===== config.mk =====
export PLATFORM = sky130hd
export DESIGN_NAME = gpio_pattern_driver_flat
export DESIGN_NICKNAME = d
export VERILOG_FILES = /design/src/rtl/gpio_pattern_pkg.sv /design/src/rtl/gpio_pattern_driver_if.sv /design/src/rtl/sw_debounce.sv /design/src/rtl/gpio_pattern_driver.sv /design/src/flat_wrapper.sv
export SDC_FILE = /design/constraint.sdc
export NUM_CORES = 1
export LEC_CHECK = 0
export CAP_MARGIN = 20
export CORE_MARGIN = 5
export CORE_UTILIZATION = 24
export DETAILED_ROUTE_END_ITERATION = 10
export GPL_TIMING_DRIVEN = 0
export PLACE_DENSITY_LB_ADDON = 0.08
export RECOVER_POWER = 25
export SYNTH_ARGS = -nofsm -noshare
export SYNTH_HDL_FRONTEND = slang
export SYNTH_HIERARCHICAL = 1
export SYNTH_SLANG_ARGS = --single-unit

===== constraint.sdc =====
create_clock -name clk -period 17.2 [get_ports clk]
set_clock_uncertainty 0.15 [all_clocks]
set_input_delay 5.16 -clock clk [delete_from_list [all_inputs] [get_ports clk]]
set_output_delay 5.16 -clock clk [all_outputs]
set_load 0.05 [all_outputs]

===== src/rtl/gpio_pattern_pkg.sv =====
// Shared definitions for the GPIO pattern driver: channel mode encoding,
// width helpers for config indices and the packed per-channel config record,
// and the per-channel output selection function.
package gpio_pattern_pkg;

  localparam int MODE_W = 2;

  localparam logic [1:0] MODE_OFF    = 2'd0;
  localparam logic [1:0] MODE_STATIC = 2'd1;
  localparam logic [1:0] MODE_BLINK  = 2'd2;
  localparam logic [1:0] MODE_PWM    = 2'd3;

  // Index width wide enough to also present the value n itself, so an
  // out-of-range channel/switch index can reach the design and be rejected.
  function automatic int idx_w(input int n);
    return $clog2(n + 1);
  endfunction

  // Width of one packed channel config record {mode, src, duty}.
  function automatic int cfg_rec_w(input int src_w, input int duty_w);
    return MODE_W + src_w + duty_w;
  endfunction

  // Output level of one channel given its mode and the gated sources.
  function automatic logic channel_out(input logic [1:0] mode,
                                       input logic       sw_bit,
                                       input logic       phase,
                                       input logic       pwm_hit);
    logic v;
    case (mode)
      MODE_OFF:    v = 1'b0;
      MODE_STATIC: v = sw_bit;
      MODE_BLINK:  v = sw_bit & phase;
      MODE_PWM:    v = sw_bit & pwm_hit;
      default:     v = 1'b0;
    endcase
    return v;
  endfunction

endpackage


===== src/rtl/gpio_pattern_driver_if.sv =====
// Bus bundle between the board/config side (master) and the GPIO pattern
// driver (slave): raw switches, channel config write port, GPIO and tick.
interface gpio_pattern_driver_if #(
  parameter int NUM_CH = 24,
  parameter int SW_W   = 10,
  parameter int PWM_W  = 8
);
  import gpio_pattern_pkg::*;

  localparam int CH_W  = idx_w(NUM_CH);
  localparam int SRC_W = idx_w(SW_W);

  logic [SW_W-1:0]   sw;
  logic              cfg_we;
  logic [CH_W-1:0]   cfg_ch;
  logic [1:0]        cfg_mode;
  logic [SRC_W-1:0]  cfg_src;
  logic [PWM_W-1:0]  cfg_duty;
  logic [NUM_CH-1:0] gpio;
  logic              tick;

  modport master (
    output sw, cfg_we, cfg_ch, cfg_mode, cfg_src, cfg_duty,
    input  gpio, tick
  );

  modport slave (
    input  sw, cfg_we, cfg_ch, cfg_mode, cfg_src, cfg_duty,
    output gpio, tick
  );

endinterface


===== src/rtl/sw_debounce.sv =====
// Single-bit switch conditioner used when SW_DEBOUNCE_EN is defined:
// 2-flop synchroniser followed by a tick-counted stability filter. The
// effective value follows the synchronised input only after it has differed
// from the current effective value for DEB_TICKS consecutive ticks.
`ifdef SW_DEBOUNCE_EN
module sw_debounce #(
  parameter int DEB_TICKS = 4
) (
  input  logic clk,
  input  logic rst,
  input  logic i_tick,
  input  logic i_sw,
  output logic o_sw_eff
);

  localparam int CNT_W = $clog2(DEB_TICKS + 1);
  localparam logic [CNT_W-1:0] CNT_LAST = CNT_W'(DEB_TICKS - 1);

  logic             r_sync1;
  logic             r_sync2;
  logic             r_eff;
  logic [CNT_W-1:0] r_cnt;
  logic [CNT_W-1:0] w_cnt_next;
  logic             w_eff_next;

  // Two-stage synchroniser for the asynchronous switch input.
  always_ff @(posedge clk or posedge rst) begin
    if (rst) begin
      r_sync1 <= 1'b0;
      r_sync2 <= 1'b0;
    end else begin
      r_sync1 <= i_sw;
      r_sync2 <= r_sync1;
    end
  end

  // Stability filter: count ticks while the input differs, restart on bounce.
  always_comb begin
    w_cnt_next = r_cnt;
    w_eff_next = r_eff;
    if (r_sync2 == r_eff) begin
      w_cnt_next = '0;
    end else if (i_tick) begin
      if (r_cnt == CNT_LAST) begin
        w_eff_next = r_sync2;
        w_cnt_next = '0;
      end else begin
        w_cnt_next = r_cnt + CNT_W'(1);
      end
    end else begin
      w_cnt_next = r_cnt;
    end
  end

  // Filter state register.
  always_ff @(posedge clk or posedge rst) begin
    if (rst) begin
      r_cnt <= '0;
      r_eff <= 1'b0;
    end else begin
      r_cnt <= w_cnt_next;
      r_eff <= w_eff_next;
    end
  end

  assign o_sw_eff = r_eff;

endmodule
`endif


===== src/rtl/gpio_pattern_driver.sv =====
// Multi-channel GPIO pattern driver. Each channel has a runtime mode
// (OFF/STATIC/BLINK/PWM) gated by a selectable switch. A shared prescaler,
// blink phase and PWM counter keep all channels phase-aligned.
// Optional feature macro: SW_DEBOUNCE_EN (synchronise + debounce switches).
module gpio_pattern_driver
  import gpio_pattern_pkg::*;
#(
  parameter int NUM_CH    = 24,
  parameter int SW_W      = 10,
  parameter int DIV       = 25000000,
  parameter int PWM_W     = 8,
  parameter int DEB_TICKS = 4
) (
  input  logic                 clk,
  input  logic                 rst,
  gpio_pattern_driver_if.slave bus
);

  localparam int CH_W  = idx_w(NUM_CH);
  localparam int SRC_W = idx_w(SW_W);
  localparam int CFG_W = cfg_rec_w(SRC_W, PWM_W);
  localparam int PRE_W = (DIV > 2) ? $clog2(DIV) : 1;

  localparam logic [PRE_W-1:0] PRE_LAST = PRE_W'(DIV - 1);
  localparam logic [SW_W-1:0]  SW_ONE   = SW_W'(1);

  logic [PRE_W-1:0]  r_presc;
  logic [PRE_W-1:0]  w_presc_next;
  logic              r_tick;
  logic              r_phase;
  logic [PWM_W-1:0]  r_pwm_cnt;
  logic [CFG_W-1:0]  r_cfg [NUM_CH];
  logic              w_cfg_ok;
  logic [SW_W-1:0]   w_sw_eff;
  logic [NUM_CH-1:0] w_gpio_next;
  logic [NUM_CH-1:0] r_gpio;

  // Effective switch values: conditioned per bit, or passed straight through.
`ifdef SW_DEBOUNCE_EN
  generate
    for (genvar gi = 0; gi < SW_W; gi++) begin : g_deb
      sw_debounce #(
        .DEB_TICKS (DEB_TICKS)
      ) u_sw_debounce (
        .clk      (clk),
        .rst      (rst),
        .i_tick   (r_tick),
        .i_sw     (bus.sw[gi]),
        .o_sw_eff (w_sw_eff[gi])
      );
    end
  endgenerate
`else
  assign w_sw_eff = bus.sw;
`endif

  // Next prescaler value: count 0..DIV-1 and wrap.
  always_comb begin
    w_presc_next = r_presc;
    if (r_presc == PRE_LAST) begin
      w_presc_next = '0;
    end else begin
      w_presc_next = r_presc + PRE_W'(1);
    end
  end

  // Shared timebase: prescaler, registered tick, blink phase and PWM counter.
  always_ff @(posedge clk or posedge rst) begin
    if (rst) begin
      r_presc   <= '0;
      r_tick    <= 1'b0;
      r_phase   <= 1'b0;
      r_pwm_cnt <= '0;
    end else begin
      r_presc   <= w_presc_next;
      // tick is high exactly while the prescaler holds DIV-1
      r_tick    <= (w_presc_next == PRE_LAST);
      r_phase   <= r_tick ? ~r_phase : r_phase;
      r_pwm_cnt <= r_pwm_cnt + PWM_W'(1);
    end
  end

  // A write is accepted only if both the channel and source indices exist.
  always_comb begin
    w_cfg_ok = 1'b0;
    if (bus.cfg_we && (bus.cfg_ch < CH_W'(NUM_CH)) && (bus.cfg_src < SRC_W'(SW_W))) begin
      w_cfg_ok = 1'b1;
    end else begin
      w_cfg_ok = 1'b0;
    end
  end

  // Per-channel config records {mode, src, duty}.
  always_ff @(posedge clk or posedge rst) begin
    if (rst) begin
      for (int c = 0; c < NUM_CH; c++) begin
        r_cfg[c] <= '0;
      end
    end else begin
      for (int c = 0; c < NUM_CH; c++) begin
        if (w_cfg_ok && (bus.cfg_ch == CH_W'(c))) begin
          r_cfg[c] <= {bus.cfg_mode, bus.cfg_src, bus.cfg_duty};
        end
      end
    end
  end

  // Output mux: each channel's mode selects its gated pattern.
  always_comb begin
    w_gpio_next = '0;
    for (int c = 0; c < NUM_CH; c++) begin
      w_gpio_next[c] = channel_out(
        r_cfg[c][CFG_W-1 -: MODE_W],
        |((w_sw_eff >> r_cfg[c][PWM_W +: SRC_W]) & SW_ONE),
        r_phase,
        (r_pwm_cnt < r_cfg[c][PWM_W-1:0]));
    end
  end

  // Registered GPIO outputs.
  always_ff @(posedge clk or posedge rst) begin
    if (rst) begin
      r_gpio <= '0;
    end else begin
      r_gpio <= w_gpio_next;
    end
  end

  assign bus.gpio = r_gpio;
  assign bus.tick = r_tick;

endmodule


===== src/flat_wrapper.sv =====
// flat-port wrapper written by rule: the top's interface ports become plain ports
module gpio_pattern_driver_flat import gpio_pattern_pkg::*;
#(
  parameter int NUM_CH    = 24,
  parameter int SW_W      = 10,
  parameter int DIV       = 25000000,
  parameter int PWM_W     = 8,
  parameter int DEB_TICKS = 4
)
  (clk, rst, bus_sw, bus_cfg_we, bus_cfg_ch, bus_cfg_mode, bus_cfg_src, bus_cfg_duty, bus_gpio, bus_tick);
  gpio_pattern_driver_if #(.NUM_CH(NUM_CH), .SW_W(SW_W), .PWM_W(PWM_W)) bus_i ();
  input  logic clk;
  input  logic rst;
  input wire logic [$bits(bus_i.sw)-1:0] bus_sw;
  input wire logic [$bits(bus_i.cfg_we)-1:0] bus_cfg_we;
  input wire logic [$bits(bus_i.cfg_ch)-1:0] bus_cfg_ch;
  input wire logic [$bits(bus_i.cfg_mode)-1:0] bus_cfg_mode;
  input wire logic [$bits(bus_i.cfg_src)-1:0] bus_cfg_src;
  input wire logic [$bits(bus_i.cfg_duty)-1:0] bus_cfg_duty;
  output wire logic [$bits(bus_i.gpio)-1:0] bus_gpio;
  output wire logic [$bits(bus_i.tick)-1:0] bus_tick;
  assign bus_i.sw = bus_sw;
  assign bus_i.cfg_we = bus_cfg_we;
  assign bus_i.cfg_ch = bus_cfg_ch;
  assign bus_i.cfg_mode = bus_cfg_mode;
  assign bus_i.cfg_src = bus_cfg_src;
  assign bus_i.cfg_duty = bus_cfg_duty;
  assign bus_gpio = bus_i.gpio;
  assign bus_tick = bus_i.tick;
  gpio_pattern_driver #(.NUM_CH(NUM_CH), .SW_W(SW_W), .DIV(DIV), .PWM_W(PWM_W), .DEB_TICKS(DEB_TICKS)) u_core (.clk(clk), .rst(rst), .bus(bus_i));
endmodule

* Word level (Yosys, flattened, before mapping) *
Cells that the tools add are included.

word-level totals
  bits in registers = 395
  output and inout bits = 25
  logic and storage cells = 304

cells by class
  $add $sub $neg = 2
  $lt $le $gt $ge = 26
  eq/ne operators = 97
  shift-type cells = 24
  multiplexer cells = 26
  bitwise operators = 49
  reductions and logical operators = 51

operators with widths
  operator                                             number
  right shift 10 x 4 -> 1 bit                          24
  less-than comparator 8 bit                           24
  equality test 2 bit, second input constant           48
  one-hot mux 1 bit (4 select lines)                   24
  equality test 25 bit, second input constant          2
  bitwise AND 1 bit                                    48
  equality test 2 x 1 -> 1 bit, second input constant  24
  logical NOT 2 bit                                    24
  equality test 5 x 4 -> 1 bit, second input constant  8
  equality test 5 bit, second input constant           8
  logical AND 1 bit                                    26
  adder 25 x 1 -> 25 bit, second input constant        1
  2-to-1 mux 25 bit                                    1
  equality test 5 x 3 -> 1 bit, second input constant  4
  equality test 5 x 2 -> 1 bit, second input constant  2
  adder 8 x 1 -> 8 bit, second input constant          1
  equality test 5 x 1 -> 1 bit, second input constant  1
  logical NOT 5 bit                                    1
  less-than comparator 5 bit, second input constant    1
  less-than comparator 4 bit, second input constant    1
  2-to-1 mux 1 bit                                     1
  inverter 1 bit                                       1

* Longest topological paths before layout *
Gate-level depths: netlist (run 1).

  depth in word-level cells = 5
  mapped depth = 7
  mapped depth without buffers = 7

* Worst setup path before layout (run 1) *
OpenSTA, ideal clock, no wires.

  kind = input-to-reg
  start = input port bus_cfg_src[1]
  end = register u_core/r_cfg[154] (netlist name)
  setup time = 0.125 ns
  arrival time = 6.572 ns
  path slack = 10.353 ns
  cell stages on the path = 7
  path buffers = 1
  cells stage by stage = o21ai_1 -> nand2_1 -> nor3b_2 -> nand2_2 -> nor3_4 -> buf_6 -> mux2_2

between the ends
  longest elaborated chain between the ends = 4

ends and longest elaborated chain
  element                         RTL line                    RTL
  start: declaration              flat_wrapper.sv:18          input wire logic [$bits(bus_i.cfg_src)-1:0] bus_cfg_src;
  less-than comparator 4 bit      gpio_pattern_driver.sv:86   if (bus.cfg_we && (bus.cfg_ch < CH_W'(NUM_CH)) && (bus.cfg_src < SRC_W'(SW_W))) begin
  logical AND 1 bit               gpio_pattern_driver.sv:86
  2-to-1 mux 1 bit                gpio_pattern_driver.sv:86
  logical AND 1 bit               gpio_pattern_driver.sv:101  if (w_cfg_ok && (bus.cfg_ch == CH_W'(c))) begin
  end signal: indexed assignment  gpio_pattern_driver.sv:102  r_cfg[c] <= {bus.cfg_mode, bus.cfg_src, bus.cfg_duty};
  end: declaration                gpio_pattern_driver.sv:32   logic [CFG_W-1:0] r_cfg [NUM_CH];

Every way passes these cells.
A chain may end at the register's enable or synchronous reset.

==> flow_summary.yaml, run 1 <==
status:
  status: "finished, violations left"
  violations: "max-capacitance violations, max-slew violations"
detailed_routing:
  drcViolationCount: 0
  via_per_inst: 4.567
  first_pass_iters: 4
  num_vias: 14460
  wl_um: 64020
  ant_nets: 0
  drt_iter0_drc: 739
  routedWlPerCell_um: 20.22
worst_setup_path:
  r2r_end: "u_core/bus.gpio[18]"
  rr_startpoint: "u_core/r_pwm_cnt[1]"
  arrival_ns: 9.75
  cp.required_ns: 17.74
  worstSetupEndpointType: "async pin"
  rrSetupSlack_ns: 13.61
  start_kind: "input pin"
  worstSetupPathType: "in2async"
  r2r_cells: 6
  crit_fanout: 112
  crit_path_start: "rst"
hold_path:
  min_from: "u_core/r_cfg[208]"
  hold_path_class: "reg2reg"
  holdPathStages: 1
  hold_end: "u_core/bus.gpio[9]"
clock_network:
  cts_buffer_depth: 3
  cts_tree: "done"
  cts_made_buffers: 52
  h-tree-depth: 2
  post_cts_resized: 0
  cts_sinks: 395
  cts.clk_slew.worst_paths_ns: 0.06
  cts_hold_buf: 0
  post-cts-setup-buffers: 0
  clk_latency_ns: 0.60
  clock-root-buffer: "clkbuf_16"
synthesis:
  netlist_instances: 1832
  synth_xor_area_frac: 0.01172
  synth_simple_gate_area_frac: 0.07590
  synthAdderAreaFrac: 0.09812
  yosysWarnings: 6
  synth_ff_type: "dfrtp_1"
  ys_seq_elements: 395
  synth_compound_area_frac: 0.08156
  synth_edf_count: 0
  muxShareOfSynthArea: 0.2226
  synth_top_family_by_area: "multiplexers"
  syn_area_um2: 21680
  seq_area_frac_synth: 0.4560
  synth_async_sr_flop_share: 1.000
  syn-num-nets: 2034
  avgSynthCellArea_um2: 11.83
  synth.distinct_cells: 65
floorplanning:
  row_count: 110
  dieArea_um2: 96430
  die_w_um: 310.5
  die_height_um: 310.5
  initial_core_util: 0.2412
  num_io_pins: 57
  core_area_um2: 89870
final_layout:
  fill_cells: 9284
  areaGrowthSynthToFinish_pct: 17.82
  seq_area_um2: 9892
  fin_nets: 2148
  drive_gt1_frac: 0.2515
  multi_input_area_um2: 10610
power:
  powerDensity_nw_per_um2: 107.9
  ir_drop_v: 0.00007257
  leakage_nw: 11.54
timing:
  fmax_ghz: 0.1086
  slew_headroom: -1.995
  fin_tns_setup_ns: 0
  fin_hold_ws_ns: 0.3417
  worstMarginPinSlew_ns: 4.468
  grt_setup_unrepaired: "no"
  finalSetupViolCount: 0
  hold_viol: 0
  timing.final.crit_share: 0.5355
  post-route-min-period_ns: 9.210
  slew_violations: 119
placed_design:
  place_congestion: 0.7464
  hpwl_um: 43330
  numPortBuffers: 56
grt:
  antenna_found_initial: 2
  grt_pass1_wl_um: 98850
  grt_pass1_vias: 15230
  grt_max_degree: 113
  grt.total_usage: 0.1325
  grt_overflow_total: 0
flow_run:
  maxCapViolCount: 2
synth_stat cells (4+ instances only):
cell type	number	area share
nand4_1	14	0.0040
dfrtp_1	395	0.46
a31oi_1	24	0.0069
mux2_1	4	0.0021
ha_1	170	0.098
a311oi_1	18	0.0073
o21ai_1	6	0.0014
a21o_1	47	0.016
buf_4	16	0.0055
a21oi_1	101	0.023
clkbuf_1	54	0.0094
nor2_2	6	0.0017
o21ai_0	59	0.014
o211a_1	5	0.0023
xnor2_1	14	0.0057
nand3_1	14	0.0032
nor2_1	32	0.0055
and3_1	22	0.0063
nand2_1	100	0.017
xor2_1	15	0.0061
nand3b_1	7	0.0024
mux2i_1	32	0.015
a221o_1	18	0.0083
or3_1	20	0.0058
nand2b_1	28	0.0081
buf_2	15	0.0035
mux2_2	300	0.16
and4_1	4	0.0016
mux4_2	48	0.050
inv_1	190	0.033
registers in the layout (all words and copies together), names as in the netlist:
name	cells
u_core/bus.gpio	24
u_core/r_phase	1
u_core/r_cfg	336
u_core/bus.tick	1
u_core/r_presc	25
u_core/r_pwm_cnt	8
how the worst max path moves through the flow:
stage	endpoint	slack (ns)	cells after the start
6_report	u_core/r_cfg[186]	7.99	5
3_5_place_dp	u_core/bus.gpio[8]	8.84	7
4_1_cts	u_core/bus.gpio[8]	9.55	7
3_3_place_gp	u_core/bus.gpio[10]	-5.88	2
5_1_grt	u_core/bus.gpio[11]	7.12	5
2_1_floorplan	u_core/bus.gpio[0]	0.91	1
per-layer routing:
layer	GRT usage	up-vias	part of all wire	wire, µm
li1	-	6769	-	-
met1	0.1810	7387	0.47	30120
met2	0.2193	221	0.47	30260
met3	0.02393	81	0.037	2364
met4	0.03132	0	0.020	1276
met5	0	-	0	0
kinds of logic (layout without fill, tap and decap cells):
group / after synthesis / in the layout
DFF: 395 / 395
muxes: 384 / 384
and+or+nand+nor: 289 / 289
AOI/OAI and AO/OA: 284 / 284
buffers and inverters: 281 / 437
adders and majority gates: 170 / 170
xor gates and xnor gates: 29 / 29
other: 0 / 2
layout make-up:
type | count | share of cell area
multi-input cells | 1156 | 0.4153
diodes | 2 | 0.0001960
well taps | 1176 | 0.05761
flip-flops and latches | 395 | 0.3873
clock buffers | 88 | 0.06369
clock inverters | 8 | 0.004213
plain buffers | 91 | 0.01773
inverters | 190 | 0.02797
repair buffers | 60 | 0.02596
metrics by stage:
step / cells / cell area (µm²) / total power (W) / worst slack (ns) / utilization
6_report: 3166 / 25540 / 0.002755 / 7.990 / 0.2842
5_1_grt: 3164 / 25540 / 0.002926 / 7.115 / 0.2841
4_1_cts: 3164 / 25560 / 0.002822 / 9.549 / 0.2844
3_5_place_dp: 3068 / 23830 / 0.001682 / 8.837 / 0.2651
3_3_place_gp: 3064 / 23710 / 0.001666 / -5.876 / 0.2638
2_1_floorplan: 1832 / 21680 / 0.001522 / 0.9073 / -
critical path: stages:
cell	delay [ns]
dlygate4sd3_1	0.54
clkinvlp_2	2.46
buf_16	0.49
buf_16	0.41
buf_16	0.43
power by group:
group,internal [W],leakage (nW),switching [W]
clock,0.000656,0.849,0.000443
sequential,0.00107,5.12,0.0000868
combinational,0.000251,5.57,0.000250
total,0.00197,11.5,0.000780
placed cells by master (no fill, tap or decap), types with 4 or more instances in the layout:
master           netlist  layout
nor4_1                 3       4
mux4_2                48      48
mux2_2               300     300
buf_2                 15      15
o211a_1                5       5
ha_1                 170     170
mux2_1                 4       4
a31oi_1               24      24
nand3b_1               7       7
a221o_1               18      18
xnor2_1               14      14
a311oi_1              18      18
o21ai_1                6       6
inv_1                190     189
nand2b_1              28      28
o21ai_0               59      59
nand4_1               14      14
nand3_1               14      14
clkinv_2               0       4
and4_1                 4       4
a21o_1                47      47
xor2_1                15      15
a21oi_1              101     101
clkbuf_8               1      20
nor3_1                 3       4
dfrtp_2                0       6
or3_1                 20      20
mux2i_1               32      32
nand2_1              100     100
buf_4                 16      16
dfrtp_1              395     389
and3_1                22      22
nor2_2                 6       6
clkbuf_16              0      52
clkdlybuf4s50_1        0      54
nor2_1                32      32
clkbuf_1              54      72
No activity file was read; power rests on OpenSTA's default activity.
==> inputs of run 2 (changes only) <==
==> constraint.sdc (replaced) <==
create_clock -name clk -period 9.1 [get_ports clk]
set_clock_uncertainty 0.15 [all_clocks]
set_input_delay 2.73 -clock clk [delete_from_list [all_inputs] [get_ports clk]]
set_output_delay 2.73 -clock clk [all_outputs]
set_load 0.05 [all_outputs]
==> run 2 against run 1 <==
  * The run still ends with max-capacitance violations, max-slew violations left
  * Flip-flop and latch count unchanged
  * Via count fell by 0.75%
  * Global-route usage barely moved
  * Critical path depth is 1 higher
  * Final area rose by 0.58%
  * Wire length increased by 0.46%
  * Clock-buffer cell count decreased by 9
  * Final cell count grew 0.22%
  * Non-clock buffer count grew 8
  * Total power increased by 91%
  * Utilization rose by 0.16 points
  * Die area did not move
  * Highest routed layer unchanged
==> flow_summary.yaml, run 2 (synthesis gave the netlist of run 1 again) <==
status:
  status: "finished, violations left"
  violations: "max-capacitance violations, max-slew violations"
worst_setup_path:
  r2r_cells: 6
  worstSetupPathType: "in2async"
  worstSetupEndpointType: "async pin"
  r2r_end: "u_core/bus.gpio[8]"
  cp.required_ns: 9.73
  rrSetupSlack_ns: 5.13
  crit_fanout: 37
  start_kind: "input pin"
  rr_startpoint: "u_core/r_pwm_cnt[1]"
  arrival_ns: 6.59
timing:
  post-route-min-period_ns: 5.954
  slew_headroom: -0.3811
  timing.final.crit_share: 0.6543
  worstMarginPinSlew_ns: 2.072
  grt_setup_unrepaired: "no"
  hold_viol: 0
  slew_violations: 125
  fmax_ghz: 0.1679
  finalSetupViolCount: 0
  fin_tns_setup_ns: 0
clock_network:
  cts_tree: "done"
  cts_made_buffers: 52
  post-cts-setup-buffers: 0
  clk_latency_ns: 0.62
  post_cts_resized: 0
  cts_sinks: 395
  cts_hold_buf: 0
  clock-root-buffer: "clkbuf_16"
  cts.clk_slew.worst_paths_ns: 0.06
  h-tree-depth: 2
  cts_buffer_depth: 3
grt:
  grt_pass1_wl_um: 98710
  antenna_found_initial: 3
  grt.total_usage: 0.1329
  grt.met2_usage: 0.2198
  grt_overflow_total: 0
  use_met1: 0.1837
  grt.busiest_layer: "met2"
  grt_pass1_vias: 15110
  grt_max_degree: 40
  met3_usage: 0.01926
final_layout:
  areaGrowthSynthToFinish_pct: 18.51
  final_cells: 3173
  drive_gt1_frac: 0.2564
  regMostFlops: "u_core/r_cfg"
  layout_common_cells: "389 x dfrtp_1, 300 x mux2_2, 189 x inv_1"
  final_common_cell: "dfrtp_1"
  antenna_cells: 0
  final_cell_area_um2: 25690
  largest_reg_flops: 336
  fin_nets: 2156
floorplanning:
  initial_core_util: 0.2412
  die_w_um: 310.5
  die_height_um: 310.5
  dieArea_um2: 96430
  row_count: 110
  core_area_um2: 89870
  num_io_pins: 57
power:
  leakage_nw: 11.62
  ir_drop_v: 0.0001419
  powerDensity_nw_per_um2: 204.8
placed_design:
  hpwl_um: 44150
  numPortBuffers: 56
  place_inst: 3076
  dpl_cell_area_um2: 23960
  place_congestion: 0.7325
detailed_routing:
  routedWlPerCell_um: 20.27
  ant_nets: 0
  drcViolationCount: 0
  drt_iter0_drc: 652
  first_pass_iters: 4
  via_per_inst: 4.522
  wl_um: 64320
  num_vias: 14350
hold_path:
  hold_path_class: "reg2reg"
  holdPathStages: 1
  hold_end: "u_core/bus.gpio[2]"
  min_from: "u_core/r_cfg[306]"
flow_run:
  maxCapViolCount: 4
run 2: how the worst max path moves through the flow:
stage | startpoint | end | cells after the start
CTS | bus_sw[9] | u_core/bus.gpio[8] | 7
detailed placement | bus_sw[9] | u_core/bus.gpio[8] | 7
finish | rst | u_core/r_cfg[308] | 6
floorplan | rst | u_core/bus.gpio[0] | 1
global route | rst | u_core/r_cfg[312] | 6
global placement | rst | u_core/bus.gpio[2] | 2
run 2: worst max-delay path: stages:
cell           delay [ns]
dlygate4sd3_1        0.55
clkinvlp_2           0.88
clkbuf_1             1.54
buf_12               0.33
buf_12               0.28
buf_12               0.22
run 2: power by group:
| part | internal (W) | switching, W | total, W |
|---|---|---|---|
| combinational | 0.000478 | 0.000475 | 0.000954 |
| sequential | 0.00202 | 0.000162 | 0.00218 |
| clock | 0.00129 | 0.000837 | 0.00213 |
| total | 0.00379 | 0.00147 | 0.00526 |
run 2: layer usage:
layer | wire [µm] | share of wire | vias to the layer above
li1 | - | - | 6784
met1 | 30590 | 0.48 | 7300
met2 | 30360 | 0.47 | 192
met3 | 1892 | 0.029 | 73
met4 | 1478 | 0.023 | 0
met5 | 0 | 0 | -
run 2: area by class of cell:
class / instances / area (µm²)
repair buffers: 68 / 768.2
inverters: 190 / 714.4
flip-flops and latches: 395 / 9892
clock buffers: 79 / 1553
plain buffers: 91 / 452.9
clock inverters: 18 / 229.0
well taps: 1176 / 1471
fillers: 9214 / 64190
multi-input cells: 1156 / 10610
run 2: through the flow:
step | hold WS, ns | worst slack, ns | util | power [W]
2_1_floorplan | 0.3036 | 0.9042 | - | 0.002878
5_1_grt | 0.3606 | 2.515 | 0.2858 | 0.005587
3_5_place_dp | 0.3302 | 3.113 | 0.2666 | 0.003188
4_1_cts | 0.3414 | 3.758 | 0.2864 | 0.005396
6_report | 0.3401 | 3.146 | 0.2858 | 0.005260
3_3_place_gp | 0.3239 | -2.728 | 0.2638 | 0.003150
